[src/rtl/cordic_result_collector.sv]
// Pairs CORDIC core results with issued mode tags, optionally applies gain
// compensation (macro CORDIC_GAIN_COMP_EN), and buffers results for a consumer.
module cordic_result_collector #(
  parameter int unsigned DEPTH = 8
) (
  input  logic        clk,
  input  logic        rst,
  input  logic        issue_valid,
  input  logic [2:0]  issue_mode,
  output logic        issue_ready,
  input  logic        res_valid,
  input  logic [31:0] res_x,
  input  logic [31:0] res_y,
  input  logic [31:0] res_z,
  output logic        out_valid,
  input  logic        out_ready,
  output logic [31:0] out_x,
  output logic [31:0] out_y,
  output logic [31:0] out_z,
  output logic [2:0]  out_mode,
  output logic [4:0]  inflight,
  output logic        err_orphan
);
  localparam int unsigned AW = $clog2(DEPTH);
  localparam int unsigned PW = AW + 1;

  logic [PW-1:0] tag_wr_q, tag_wr_d, tag_rd_q, tag_rd_d;
  logic [2:0]    tag_mem_q [DEPTH];
  logic          tag_empty, issue_fire, res_take;

  logic [PW-1:0] out_wr_q, out_wr_d, out_rd_q, out_rd_d;
  logic [31:0]   ox_mem_q [DEPTH];
  logic [31:0]   oy_mem_q [DEPTH];
  logic [31:0]   oz_mem_q [DEPTH];
  logic [2:0]    om_mem_q [DEPTH];
  logic          out_empty, out_fire;

  logic          s1_vld_q, s1_vld_d;
  logic [2:0]    s1_mode_q, s1_mode_d;
  logic [31:0]   s1_x_q, s1_x_d, s1_y_q, s1_y_d, s1_z_q, s1_z_d;

  logic          wr_vld;
  logic [2:0]    wr_mode;
  logic [31:0]   wr_x, wr_y, wr_z;

  logic [4:0]    inflight_q, inflight_d;
  logic          err_orphan_q, err_orphan_d;

  assign issue_ready = (inflight_q < 5'(DEPTH));
  assign inflight    = inflight_q;
  assign err_orphan  = err_orphan_q;
  assign out_empty   = (out_wr_q == out_rd_q);
  assign out_valid   = !out_empty;

  // Show-ahead head entry, forced to zero while empty
  always_comb begin
    out_x    = '0;
    out_y    = '0;
    out_z    = '0;
    out_mode = '0;
    if (out_valid) begin
      out_x    = ox_mem_q[out_rd_q[AW-1:0]];
      out_y    = oy_mem_q[out_rd_q[AW-1:0]];
      out_z    = oz_mem_q[out_rd_q[AW-1:0]];
      out_mode = om_mem_q[out_rd_q[AW-1:0]];
    end
  end

  always_comb begin
    issue_fire   = issue_valid && issue_ready;
    tag_empty    = (tag_wr_q == tag_rd_q);
    res_take     = res_valid && !tag_empty;
    out_fire     = out_valid && out_ready;
    tag_wr_d     = tag_wr_q + PW'(issue_fire);
    tag_rd_d     = tag_rd_q + PW'(res_take);
    out_wr_d     = out_wr_q + PW'(wr_vld);
    out_rd_d     = out_rd_q + PW'(out_fire);
    err_orphan_d = err_orphan_q | (res_valid && tag_empty);
    s1_vld_d     = res_take;
    s1_mode_d    = tag_mem_q[tag_rd_q[AW-1:0]];
    s1_x_d       = res_x;
    s1_y_d       = res_y;
    s1_z_d       = res_z;
    inflight_d   = inflight_q;
    if (issue_fire && !out_fire) inflight_d = inflight_q + 5'd1;
    if (!issue_fire && out_fire) inflight_d = inflight_q - 5'd1;
  end

`ifdef CORDIC_GAIN_COMP_EN
  localparam logic [31:0] K_CIRC = 32'd39796;
  localparam logic [31:0] K_HYP  = 32'd79137;

  logic        s2_vld_q, s2_vld_d;
  logic [2:0]  s2_mode_q, s2_mode_d;
  logic [31:0] s2_x_q, s2_x_d, s2_y_q, s2_y_d, s2_z_q, s2_z_d;

  // Signed Q16.16 multiply; bits [47:16] equal the arithmetic >>16 truncated to 32
  function automatic logic [31:0] gain_mul(input logic [31:0] v, input logic [31:0] k);
    logic signed [63:0] prod;
    prod = $signed({{32{v[31]}}, v}) * $signed({32'd0, k});
    return prod[47:16];
  endfunction

  always_comb begin
    s2_vld_d  = s1_vld_q;
    s2_mode_d = s1_mode_q;
    s2_x_d    = s1_x_q;
    s2_y_d    = s1_y_q;
    s2_z_d    = s1_z_q;
    case (s1_mode_q[2:1])
      2'b00: begin
        s2_x_d = gain_mul(s1_x_q, K_CIRC);
        s2_y_d = gain_mul(s1_y_q, K_CIRC);
      end
      2'b10: begin
        s2_x_d = gain_mul(s1_x_q, K_HYP);
        s2_y_d = gain_mul(s1_y_q, K_HYP);
      end
      default: ;
    endcase
  end

  always_ff @(posedge clk) begin
    if (rst) s2_vld_q <= 1'b0;
    else     s2_vld_q <= s2_vld_d;
    s2_mode_q <= s2_mode_d;
    s2_x_q    <= s2_x_d;
    s2_y_q    <= s2_y_d;
    s2_z_q    <= s2_z_d;
  end

  assign wr_vld  = s2_vld_q;
  assign wr_mode = s2_mode_q;
  assign wr_x    = s2_x_q;
  assign wr_y    = s2_y_q;
  assign wr_z    = s2_z_q;
`else
  assign wr_vld  = s1_vld_q;
  assign wr_mode = s1_mode_q;
  assign wr_x    = s1_x_q;
  assign wr_y    = s1_y_q;
  assign wr_z    = s1_z_q;
`endif

  always_ff @(posedge clk) begin
    if (rst) begin
      tag_wr_q     <= '0;
      tag_rd_q     <= '0;
      out_wr_q     <= '0;
      out_rd_q     <= '0;
      s1_vld_q     <= 1'b0;
      inflight_q   <= '0;
      err_orphan_q <= 1'b0;
    end else begin
      tag_wr_q     <= tag_wr_d;
      tag_rd_q     <= tag_rd_d;
      out_wr_q     <= out_wr_d;
      out_rd_q     <= out_rd_d;
      s1_vld_q     <= s1_vld_d;
      inflight_q   <= inflight_d;
      err_orphan_q <= err_orphan_d;
    end
    s1_mode_q <= s1_mode_d;
    s1_x_q    <= s1_x_d;
    s1_y_q    <= s1_y_d;
    s1_z_q    <= s1_z_d;
  end

  // Storage arrays need no reset: the pointers define which entries are live
  always_ff @(posedge clk) begin
    if (issue_fire) tag_mem_q[tag_wr_q[AW-1:0]] <= issue_mode;
    if (wr_vld) begin
      ox_mem_q[out_wr_q[AW-1:0]] <= wr_x;
      oy_mem_q[out_wr_q[AW-1:0]] <= wr_y;
      oz_mem_q[out_wr_q[AW-1:0]] <= wr_z;
      om_mem_q[out_wr_q[AW-1:0]] <= wr_mode;
    end
  end

endmodule

[config.mk]
export PLATFORM = sky130hd
export DESIGN_NAME = cordic_result_collector
export DESIGN_NICKNAME = d
export VERILOG_FILES = /design/src/rtl/cordic_result_collector.sv
export SDC_FILE = /design/constraint.sdc
export NUM_CORES = 1
export LEC_CHECK = 0
export BUFFER_PORTS_ARGS = -buffer_cell sky130_fd_sc_hd__buf_4
export CAP_MARGIN = 20
export CELL_PAD_IN_SITES_DETAIL_PLACEMENT = 1
export CELL_PAD_IN_SITES_GLOBAL_PLACEMENT = 1
export CORE_UTILIZATION = 50
export DETAILED_ROUTE_END_ITERATION = 7
export HOLD_SLACK_MARGIN = 0.05
export PLACE_DENSITY = 0.81
export SLEW_MARGIN = 20
export SYNTH_ARGS = -nofsm -noshare
export SYNTH_HDL_FRONTEND = slang
export SYNTH_SLANG_ARGS = --single-unit
[constraint.sdc]
create_clock -name clk -period 9.4 [get_ports clk]
set_input_delay 0.47 -clock clk [delete_from_list [all_inputs] [get_ports clk]]
set_output_delay 0.47 -clock clk [all_outputs]
set_load 0.02 [all_outputs]
==> flow_metrics.tcl <==
set metrics [dict create \
    grt_max_degree 108 \
    hpwlAfterDp_um 41700 \
    slew_headroom_pct 27.8 \
    clock_sinks 938 \
    reg2reg_slack_ps 5850 \
    p_per_area_nw_per_um2 258 \
    fill_cells 5570 \
    remaining_drc_errors 0 \
    synth_seq_cells 938 \
    dpl.cell_count 2568 \
    netlist_area_um2 34100 \
    vias_per_cell 5.69 \
    setup_violations 0 \
    drt_iter0_drc 1169 \
    synth_area_leaders "edfxtp_1 (72%), mux4_2 (13%), dfxtp_1 (7.2%)" \
    core_um2 67400 \
    htree_levels 3 \
    grt_pass1_wl_um 117000 \
    dieArea_um2 69300 \
    die_w_um 263 \
    finalCriticalPeriod_ps 5000 \
    clockBufferDepth 3 \
    gp_congestion 0.710 \
    cts_tree "done" \
    cts_made_buffers 93 \
    clk_pin_slew_ps 60 \
    clkLatencyLatePin_ps 640 \
    yosysWarningCount 0 \
    tns_ps 0 \
    cp-end-kind "output port" \
    final_nets 2004 \
    io_buffers 210 \
    holdCritPathClass "input port to flop" \
    drtAntennaViolNets 0 \
    ys_seq_area_share_pct 78.9 \
    area_growth_pct 19.5 \
    fin_skew_ps 25.2 \
    overflow 0 \
    max-cap-violations 0 \
    num_rows 95 \
    syn_avg_cell_area_um2 22.3 \
    drive_above_1_share_pct 30.5 \
    required_ps 8930 \
    hold_viol 0 \
    p_leak_nw 13.3 \
    tightest_slew_ps 1080 \
    startpoint_type "flop" \
    synthDistinctLibCells 34 \
    antenna_found_initial 5 \
    peakVddDrop_v 0.000236 \
    path_max_fanout 107 \
    drt-total-wl_um 78300 \
    initial_core_util_pct 50.7 \
    grt_pass1_vias 18097 \
    timing.fmax_mhz 200 \
    drt_pass1_iterations 7 \
    worstPathArrival_ps 4530 \
    ioPinCount 211 \
    syn_inst 1533 \
    num_vias 16178 \
    wire_per_inst_um 27.5 \
    drv_slew 0 \
    die-height_um 263 \
    synth_top_area_share_pct 71.8 \
    cts_setup_buffers 0 \
    grt_usage_pct 23.0 \
    synth_top_area_cell "edfxtp_1" \
    fin_crit_sh_pct 53.2 \
    cts_root_buf "clkbuf_16" \
    rsz0062_at_grt "no" \
    cts_resized 0 \
    syn_nets 1648 \
    path_class "flop to output port" \
    outcome "completed" \
    final_cells 2843 \
]
## where the power goes
group / leakage [nW] / internal [W] / switching, W
clock network: 1.54 / 0.00224 / 0.00155
registers: 8.37 / 0.00469 / 0.000166
logic: 3.36 / 0.000855 / 0.00100
## critical path, cell delays in order, from the launching register on
cell and delay [ps]:
dfxtp_4 1020, buf_12 710, buf_4 840, mux4_2 610, mux2i_1 190, nor2_1 70
buf_4 210
## kinds of logic after synthesis
family	count (synthesis)	synth area share, %
compound gates	11	0.209
xor+xnor	19	0.487
fa+ha+maj	11	0.403
buf+inv	79	1.36
flops	938	78.9
mux	309	16.6
simple gates	166	2.06
## sequential cells by signal, summed over array words and instances (netlist names), 3 cells and up
signal	flops
inflight	5
om_mem_q	24
out_rd_q	4
out_wr_q	4
ox_mem_q	256
oy_mem_q	256
oz_mem_q	256
s1_mode_q	3
s1_x_q	32
s1_y_q	32
s1_z_q	32
tag_mem_q	24
tag_rd_q	4
tag_wr_q	4
## what timing repair did
item | 4_1_cts | 5_1_grt
hold buffers | 99 | 0
hold endpoints to repair | 103 | 0
setup endpoints to repair | 0 | 0
## final timing paths
check	startpoint	endpoint	cells after the start
hold reg to reg	err_orphan$_SDFF_PP0_	err_orphan$_SDFF_PP0_	1
setup reg to reg	out_rd_q[0]$_SDFF_PP0_	inflight[4]$_SDFFE_PP0P_	10
setup / recovery	out_rd_q[0]$_SDFF_PP0_	out_x[6]	6
hold / removal	res_valid	err_orphan$_SDFF_PP0_	4
## stage by stage
step,setup WS (ps),utilization (%),hold slack (ps),power [W],instance area (um^2)
finish,4400,60.5,193,0.0105,40800
global route,3890,60.5,196,0.0109,40800
CTS,4190,60.5,158,0.0106,40800
detailed placement,4900,54.4,497,0.00677,36700
global placement,5010,54.4,495,0.00670,36600
floorplan,1490,-,498,0.00615,34100
## metal layers
metal | global-route usage [%] | share of wire [%] | routed length [um]
met1 | 29.4 | 40 | 31300
met2 | 40.6 | 53 | 41800
met3 | 3.82 | 4.7 | 3670
met4 | 6.35 | 1.9 | 1500
met5 | 0 | 0.034 | 27
## cells in the final DEF (no fill, tap or decap), types with 2 or more instances in the layout
master / n
dfxtp_4: 3
clkbuf_16: 95
nand3_1: 5
a31oi_1: 2
nor3_1: 2
xor2_1: 10
a21oi_1: 3
inv_1: 3
nor2b_1: 14
clkbuf_8: 13
dlygate4sd3_1: 99
ha_1: 11
xnor2_1: 9
mux2i_1: 100
nor2_4: 6
clkinvlp_4: 2
or3_1: 2
o21ai_0: 2
inv_6: 2
nand2b_1: 6
dfxtp_1: 119
diode_2: 2
clkinv_2: 16
mux4_2: 204
clkinv_1: 7
edfxtp_1: 816
bufinv_16: 10
nor3_2: 2
buf_4: 235
mux2_2: 4
nand2_1: 5
clkbuf_1: 25
nor2_1: 120
## final cells by class
| class | instances | area (um^2) | share of cell area (%) |
|---|---|---|---|
| clock buffer | 133 | 2650 | 6.49 |
| antenna | 2 | 5.00 | 0.0123 |
| sequential | 938 | 27000 | 66.1 |
| timing repair buffer | 336 | 2800 | 6.87 |
| clock inverter | 41 | 495 | 1.21 |
| tap | 873 | 1090 | 2.68 |
| inverter | 4 | 15.0 | 0.0368 |
| multi-input combinational | 516 | 6790 | 16.6 |
## cells in the mapped netlist
| library cell | n |
|---|---|
| a21o_1 | 1 |
| a21oi_1 | 3 |
| a22oi_1 | 1 |
| a31oi_1 | 2 |
| and2_1 | 1 |
| buf_1 | 5 |
| buf_2 | 40 |
| buf_4 | 1 |
| buf_6 | 15 |
| clkbuf_1 | 14 |
| dfxtp_1 | 122 |
| edfxtp_1 | 816 |
| ha_1 | 11 |
| inv_1 | 3 |
| inv_2 | 1 |
| mux2_1 | 1 |
| mux2_2 | 4 |
| mux2i_1 | 100 |
| mux4_2 | 204 |
| nand2_1 | 5 |
| nand2b_1 | 6 |
| nand3_1 | 5 |
| nand4_1 | 1 |
| nor2_1 | 126 |
| nor2b_1 | 14 |
| nor3_1 | 4 |
| nor4_1 | 1 |
| nor4b_1 | 1 |
| o21ai_0 | 2 |
| o21ba_2 | 1 |
| o32ai_1 | 1 |
| or3_1 | 2 |
| xnor2_1 | 9 |
| xor2_1 | 10 |
Note: power is estimated with default switching activity, not from simulation.
